**src/rtl/ssd_scan_ctrl_if.sv**
```systemverilog
// Display bus between score logic (master) and the seven-segment scan controller (slave).
// Carries the digit data and controls in, and the active-low pin drives out.
interface ssd_scan_ctrl_if #(
   parameter int NUM_DIGITS = 8,
   parameter int DIM_BITS   = 4
);
   logic [4*NUM_DIGITS-1:0] digits_in;
   logic [NUM_DIGITS-1:0]   dp_in;
   logic [NUM_DIGITS-1:0]   blank_in;
   logic                    lz_suppress;
   logic [DIM_BITS-1:0]     brightness;
   logic [NUM_DIGITS-1:0]   an_n;
   logic [7:0]              seg_n;
   logic                    frame_done;

   modport master (
      output digits_in, dp_in, blank_in, lz_suppress, brightness,
      input  an_n, seg_n, frame_done
   );

   modport slave (
      input  digits_in, dp_in, blank_in, lz_suppress, brightness,
      output an_n, seg_n, frame_done
   );
endinterface

```
**src/rtl/ssd_scan_ctrl.sv**
```systemverilog
// N-digit multiplexed seven-segment scanner with frame-coherent snapshot,
// per-digit blanking, leading-zero suppression and PWM brightness.
module ssd_scan_ctrl #(
   parameter int NUM_DIGITS    = 8,
   parameter int SCAN_DIV_BITS = 17,
   parameter int DIM_BITS      = 4
) (
   input  logic           ClkPort,
   input  logic           Reset,
   ssd_scan_ctrl_if.slave bus
);
   localparam int IDX_W = $clog2(NUM_DIGITS);

   logic [SCAN_DIV_BITS-1:0] presc;
   logic [IDX_W-1:0]         idx;
   logic                     load_pending;
   logic [4*NUM_DIGITS-1:0]  dig_sh;
   logic [NUM_DIGITS-1:0]    dp_sh;
   logic [NUM_DIGITS-1:0]    blank_sh;
   logic [NUM_DIGITS-1:0]    sup_sh;
   logic [NUM_DIGITS-1:0]    an_p1;
   logic [7:0]               seg_p1;
   logic                     frame_p1;

   logic                tick;
   logic                last_digit;
   logic                wrap;
   logic                load;
   logic                pwm_on;
   logic                show;
   logic [3:0]          cur_nib;
   logic [DIM_BITS-1:0] pwm_level;

   function automatic logic [6:0] hex7(input logic [3:0] nib);
      case (nib)
         4'h0: hex7 = 7'b0000001;
         4'h1: hex7 = 7'b1001111;
         4'h2: hex7 = 7'b0010010;
         4'h3: hex7 = 7'b0000110;
         4'h4: hex7 = 7'b1001100;
         4'h5: hex7 = 7'b0100100;
         4'h6: hex7 = 7'b0100000;
         4'h7: hex7 = 7'b0001111;
         4'h8: hex7 = 7'b0000000;
         4'h9: hex7 = 7'b0000100;
         4'hA: hex7 = 7'b0001000;
         4'hB: hex7 = 7'b1100000;
         4'hC: hex7 = 7'b0110001;
         4'hD: hex7 = 7'b1000010;
         4'hE: hex7 = 7'b0110000;
         default: hex7 = 7'b0111000;
      endcase
   endfunction

   // Walk down from the top digit; a nonzero nibble or a lit dp ends the zero run.
   function automatic logic [NUM_DIGITS-1:0] lz_mask(
      input logic [4*NUM_DIGITS-1:0] dig,
      input logic [NUM_DIGITS-1:0]   dp,
      input logic                    en
   );
      logic alive;
      lz_mask = '0;
      alive   = en;
      for (int k = NUM_DIGITS-1; k >= 1; k--) begin
         if (alive && (dig[4*k +: 4] == 4'h0) && !dp[k]) lz_mask[k] = 1'b1;
         else                                            alive      = 1'b0;
      end
   endfunction

   assign tick       = &presc;
   assign last_digit = (idx == IDX_W'(NUM_DIGITS-1));
   assign wrap       = tick && last_digit;
   assign load       = wrap || load_pending;
   assign pwm_level  = presc[SCAN_DIV_BITS-1 -: DIM_BITS];
   assign pwm_on     = (&bus.brightness) || (pwm_level < bus.brightness);
   assign cur_nib    = dig_sh[{idx, 2'b00} +: 4];
   assign show       = pwm_on && !blank_sh[idx] && !sup_sh[idx];

   always_ff @(posedge ClkPort or posedge Reset) begin
      if (Reset) begin
         presc        <= '0;
         idx          <= '0;
         load_pending <= 1'b1;
         dig_sh       <= '0;
         dp_sh        <= '0;
         blank_sh     <= '0;
         sup_sh       <= '0;
         an_p1        <= '1;
         seg_p1       <= 8'hFF;
         frame_p1     <= 1'b0;
      end else begin
         presc <= presc + 1'b1;
         if (tick) idx <= last_digit ? '0 : idx + 1'b1;
         if (load) begin
            dig_sh       <= bus.digits_in;
            dp_sh        <= bus.dp_in;
            blank_sh     <= bus.blank_in;
            sup_sh       <= lz_mask(bus.digits_in, bus.dp_in, bus.lz_suppress);
            load_pending <= 1'b0;
         end
         // output register stage: one cycle behind index/prescaler
         frame_p1 <= wrap;
         if (show) begin
            an_p1  <= ~(NUM_DIGITS'(1) << idx);
            seg_p1 <= {hex7(cur_nib), ~dp_sh[idx]};
         end else begin
            an_p1  <= '1;
            seg_p1 <= 8'hFF;
         end
      end
   end

   assign bus.an_n       = an_p1;
   assign bus.seg_n      = seg_p1;
   assign bus.frame_done = frame_p1;
endmodule

```
**src/flat_wrapper.sv**
```systemverilog
// flat-port wrapper written by rule: the top's interface ports become plain ports
module ssd_scan_ctrl_flat 
#(
   parameter int NUM_DIGITS    = 8,
   parameter int SCAN_DIV_BITS = 17,
   parameter int DIM_BITS      = 4
)
  (ClkPort, Reset, bus_digits_in, bus_dp_in, bus_blank_in, bus_lz_suppress, bus_brightness, bus_an_n, bus_seg_n, bus_frame_done);
  ssd_scan_ctrl_if #(.NUM_DIGITS(NUM_DIGITS), .DIM_BITS(DIM_BITS)) bus_i ();
  input  logic ClkPort;
  input  logic Reset;
  input wire logic [$bits(bus_i.digits_in)-1:0] bus_digits_in;
  input wire logic [$bits(bus_i.dp_in)-1:0] bus_dp_in;
  input wire logic [$bits(bus_i.blank_in)-1:0] bus_blank_in;
  input wire logic [$bits(bus_i.lz_suppress)-1:0] bus_lz_suppress;
  input wire logic [$bits(bus_i.brightness)-1:0] bus_brightness;
  output wire logic [$bits(bus_i.an_n)-1:0] bus_an_n;
  output wire logic [$bits(bus_i.seg_n)-1:0] bus_seg_n;
  output wire logic [$bits(bus_i.frame_done)-1:0] bus_frame_done;
  assign bus_i.digits_in = bus_digits_in;
  assign bus_i.dp_in = bus_dp_in;
  assign bus_i.blank_in = bus_blank_in;
  assign bus_i.lz_suppress = bus_lz_suppress;
  assign bus_i.brightness = bus_brightness;
  assign bus_an_n = bus_i.an_n;
  assign bus_seg_n = bus_i.seg_n;
  assign bus_frame_done = bus_i.frame_done;
  ssd_scan_ctrl #(.NUM_DIGITS(NUM_DIGITS), .SCAN_DIV_BITS(SCAN_DIV_BITS), .DIM_BITS(DIM_BITS)) u_core (.ClkPort(ClkPort), .Reset(Reset), .bus(bus_i));
endmodule
```
**config.mk**
```make
export PLATFORM = sky130hd
export DESIGN_NAME = ssd_scan_ctrl_flat
export DESIGN_NICKNAME = d
export VERILOG_FILES = /design/src/rtl/ssd_scan_ctrl_if.sv /design/src/rtl/ssd_scan_ctrl.sv /design/src/flat_wrapper.sv
export SDC_FILE = /design/constraint.sdc
export NUM_CORES = 1
export LEC_CHECK = 0
export CAP_MARGIN = 15
export CORE_MARGIN = 1
export CORE_UTILIZATION = 35
export CTS_CLUSTER_DIAMETER = 120
export DETAILED_ROUTE_END_ITERATION = 10
export SETUP_SLACK_MARGIN = 0.05
export SYNTH_ARGS = -nofsm -noshare
export SYNTH_HDL_FRONTEND = slang
export SYNTH_SLANG_ARGS = --single-unit
```
**constraint.sdc**
```tcl
create_clock -name ClkPort -period 3.1 [get_ports ClkPort]
set_input_delay 0.62 -clock ClkPort [delete_from_list [all_inputs] [get_ports ClkPort]]
set_output_delay 0.62 -clock ClkPort [all_outputs]
set_load 0.01 [all_outputs]
```
==> out/results.ini <==
[floorplanning]
die_x_um=113
rows=40
ios=72
die-height_um=113
start_util=0.358
die_area_um2=12700
design.core.area_um2=12000

[clocking]
root_buffer=clkbuf_16
cts_buffers=9
cts_setup_buffers=0
cts_repair_resize_count=0
clk_pin_slew_ps=70
clkLatencyLatePin_ps=340
postCtsHoldBufs=0
cts_tree=done
clock_path_buffers=2
htreeDepth=3
cts_sinks=93

[timing]
finalCritPeriodShare=0.888
skew_ps=5.56
fin_setup_tns_ps=0
setup_viol=0
rsz0062_at_grt=false
fin_crit_ps=2750
relSlewSlack=0.524
tightest_slew_ps=694
maxSlewViolCount=0
worst_slack_ps=348
max_freq_ghz=0.363
final_hold_viol_count=0

[final_layout]
syn2layout_area_growth_pct=29.0
diodes=0
instances_no_fill=556
nets=476
drive_gt1_frac=0.279

[detailed_routing]
drt-met1-wl_um=4200
top_signal_layer_used=met4
drc=0
dr.pass1.iters=4
wl_per_cell_um=16.2
wl_um=8990
avgViaCountPerCell=4.93
wl_met2_um=4170
drt-initial-drc-count=95
antenna_left=0
dr_wl_met3_um=420
vias=2743

[synth]
ys_types=45
synth_edf_count=0
synthTopCellsByCount=dfrtp_1 (76), mux2_2 (50), nand2_1 (25), dfstp_2 (17), ha_1 (17)
synthesis.area_um2=4290
synthXorXnorAreaFrac=0.0286
synth-compound-area-share=0.0450
synth.most_common_cell=dfrtp_1
ys_ff_latch=93
synth_top_family_by_area=multiplexers
async_flop_share=1.00
avgSynthCellArea_um2=13.2
yosysWarnings=0
syn_nets=397
yosysTopAreaCell=dfrtp_1
synth_top_area_share=0.444
netlist_top_cells_area=dfrtp_1 (44%), mux2_2 (13%), dfstp_2 (10%)
synthMuxAreaShare=0.201
synthAdderAreaFrac=0.0496
synth_seq_area_share=0.548
syn_inst=325
yosys.area_share.simple=0.102
ys.flop_type=dfrtp_1

[global_routing]
overflow=0
grt_max_degree=56
track_usage=0.154
antenna_found_initial=0
grt_pass1_vias=2964
grt_pass1_wl_um=14900

[pwr]
leakage_nw=2.37
finalPower_mw=2.81
pwr_density_cell_nw_per_um2=509
peakVddDrop_mv=0.242

[worst_setup_path]
crit_type=reg2reg
cp_max_fo=4
worstReg2RegStart=u_core.presc[2]
crit_path_end_kind=flop
worst-r2r-setup-slack_ps=350
cp.arrival_ps=3000
crit_required_ps=3350
rr_worst_depth=10
rr_endpoint=u_core.sup_sh[1]
worst_setup_path_start_kind=flop

[status]
status=finished clean

[hold_path]
whs_endpoint=u_core.presc[0]
hold_path_class=reg2reg
min-delay-start=u_core.presc[0]
min_path_cells=1

[placement]
globalplace.congestion=0.783
place_hpwl_um=6740
dp.cells=540
place_ws_ps=112
port-buffer-count=71

[run]
maxCapViolations=0

-- report_power, final --
part / internal (mW) / switching [mW] / total [mW]
registers: 1.31 / 0.0383 / 1.34
logic: 0.205 / 0.150 / 0.355
clock network: 0.630 / 0.482 / 1.11
total: 2.14 / 0.671 / 2.81
-- how the worst max path moves through the flow --
stage	from	endpoint	cells after the start	slack, ps
after floorplan	Reset	u_core.blank_sh[0]	1	90
after global placement	bus_digits_in[25]	u_core.sup_sh[1]	6	180
after detailed placement	bus_digits_in[25]	u_core.sup_sh[1]	6	110
after CTS	u_core.presc[2]	u_core.sup_sh[1]	10	280
after global routing	u_core.presc[2]	u_core.sup_sh[1]	10	130
final	u_core.presc[2]	u_core.sup_sh[1]	10	350
-- metrics by stage --
stage | instance area, µm² | hold WS [ps] | utilization
global route | 5530 | 490 | 0.462
CTS | 5520 | 452 | 0.461
global placement | 5220 | 428 | 0.436
detailed placement | 5220 | 442 | 0.436
finish | 5530 | 445 | 0.462
floorplan | 4290 | 414 | -
-- cell type report --
cell class / count / area, µm²
clock inverters: 7 / 73.8
flip-flops and latches: 93 / 2350
well taps: 147 / 184
repair buffers: 80 / 791
inverters: 14 / 53.8
clock buffers: 9 / 225
multi-input cells: 206 / 1850
fillers: 1085 / 6430
-- flip-flops by register name (all words and copies together) (netlist names) --
register and flops:
u_core.sup_sh 7, u_core.dp_sh 8, u_core.load_pending 1, u_core.blank_sh 8, u_core.presc 17, u_core.bus.frame_done 1
u_core.dig_sh 32, u_core.bus.an_n 8, u_core.bus.seg_n 8, u_core.idx 3
-- placed cells by master (no fill, tap or decap), drive strengths merged, types with 6 or more instances in the layout --
master and count:
inv 15, mux4 11, dfstp 17, mux2 50
a21oi 9, clkbuf 9, nor2 13, nand2 25
dfrtp 76, xnor2 9, nand3 11, clkdlybuf4s50 71
nor3 6, buf 9, ha 17
-- layer usage --
metal,vias up,GRT usage
met2,70,0.246
met1,1342,0.201
met3,13,0.0313
li1,1318,-
met4,0,0.0702
met5,-,0
-- cells by family (layout without fill, tap and decap cells) --
family / count (synthesis) / after routing
xor+xnor: 14 / 14
flops: 93 / 93
other cells: 1 / 1
mux: 66 / 66
fa+ha+maj: 17 / 17
buf+inv: 26 / 110
compound gates: 28 / 28
simple gates: 80 / 80
-- critical path: stages, from the launching register on --
cell	delay (ps)
dfrtp_1	400
and3_1	220
nand4_1	160
nor2_1	210
and3_1	190
ha_1	210
a21oi_4	90
nor4_4	260
nand4_2	160
or4_4	550
o31ai_2	220
(Power assumes the default switching activity.)
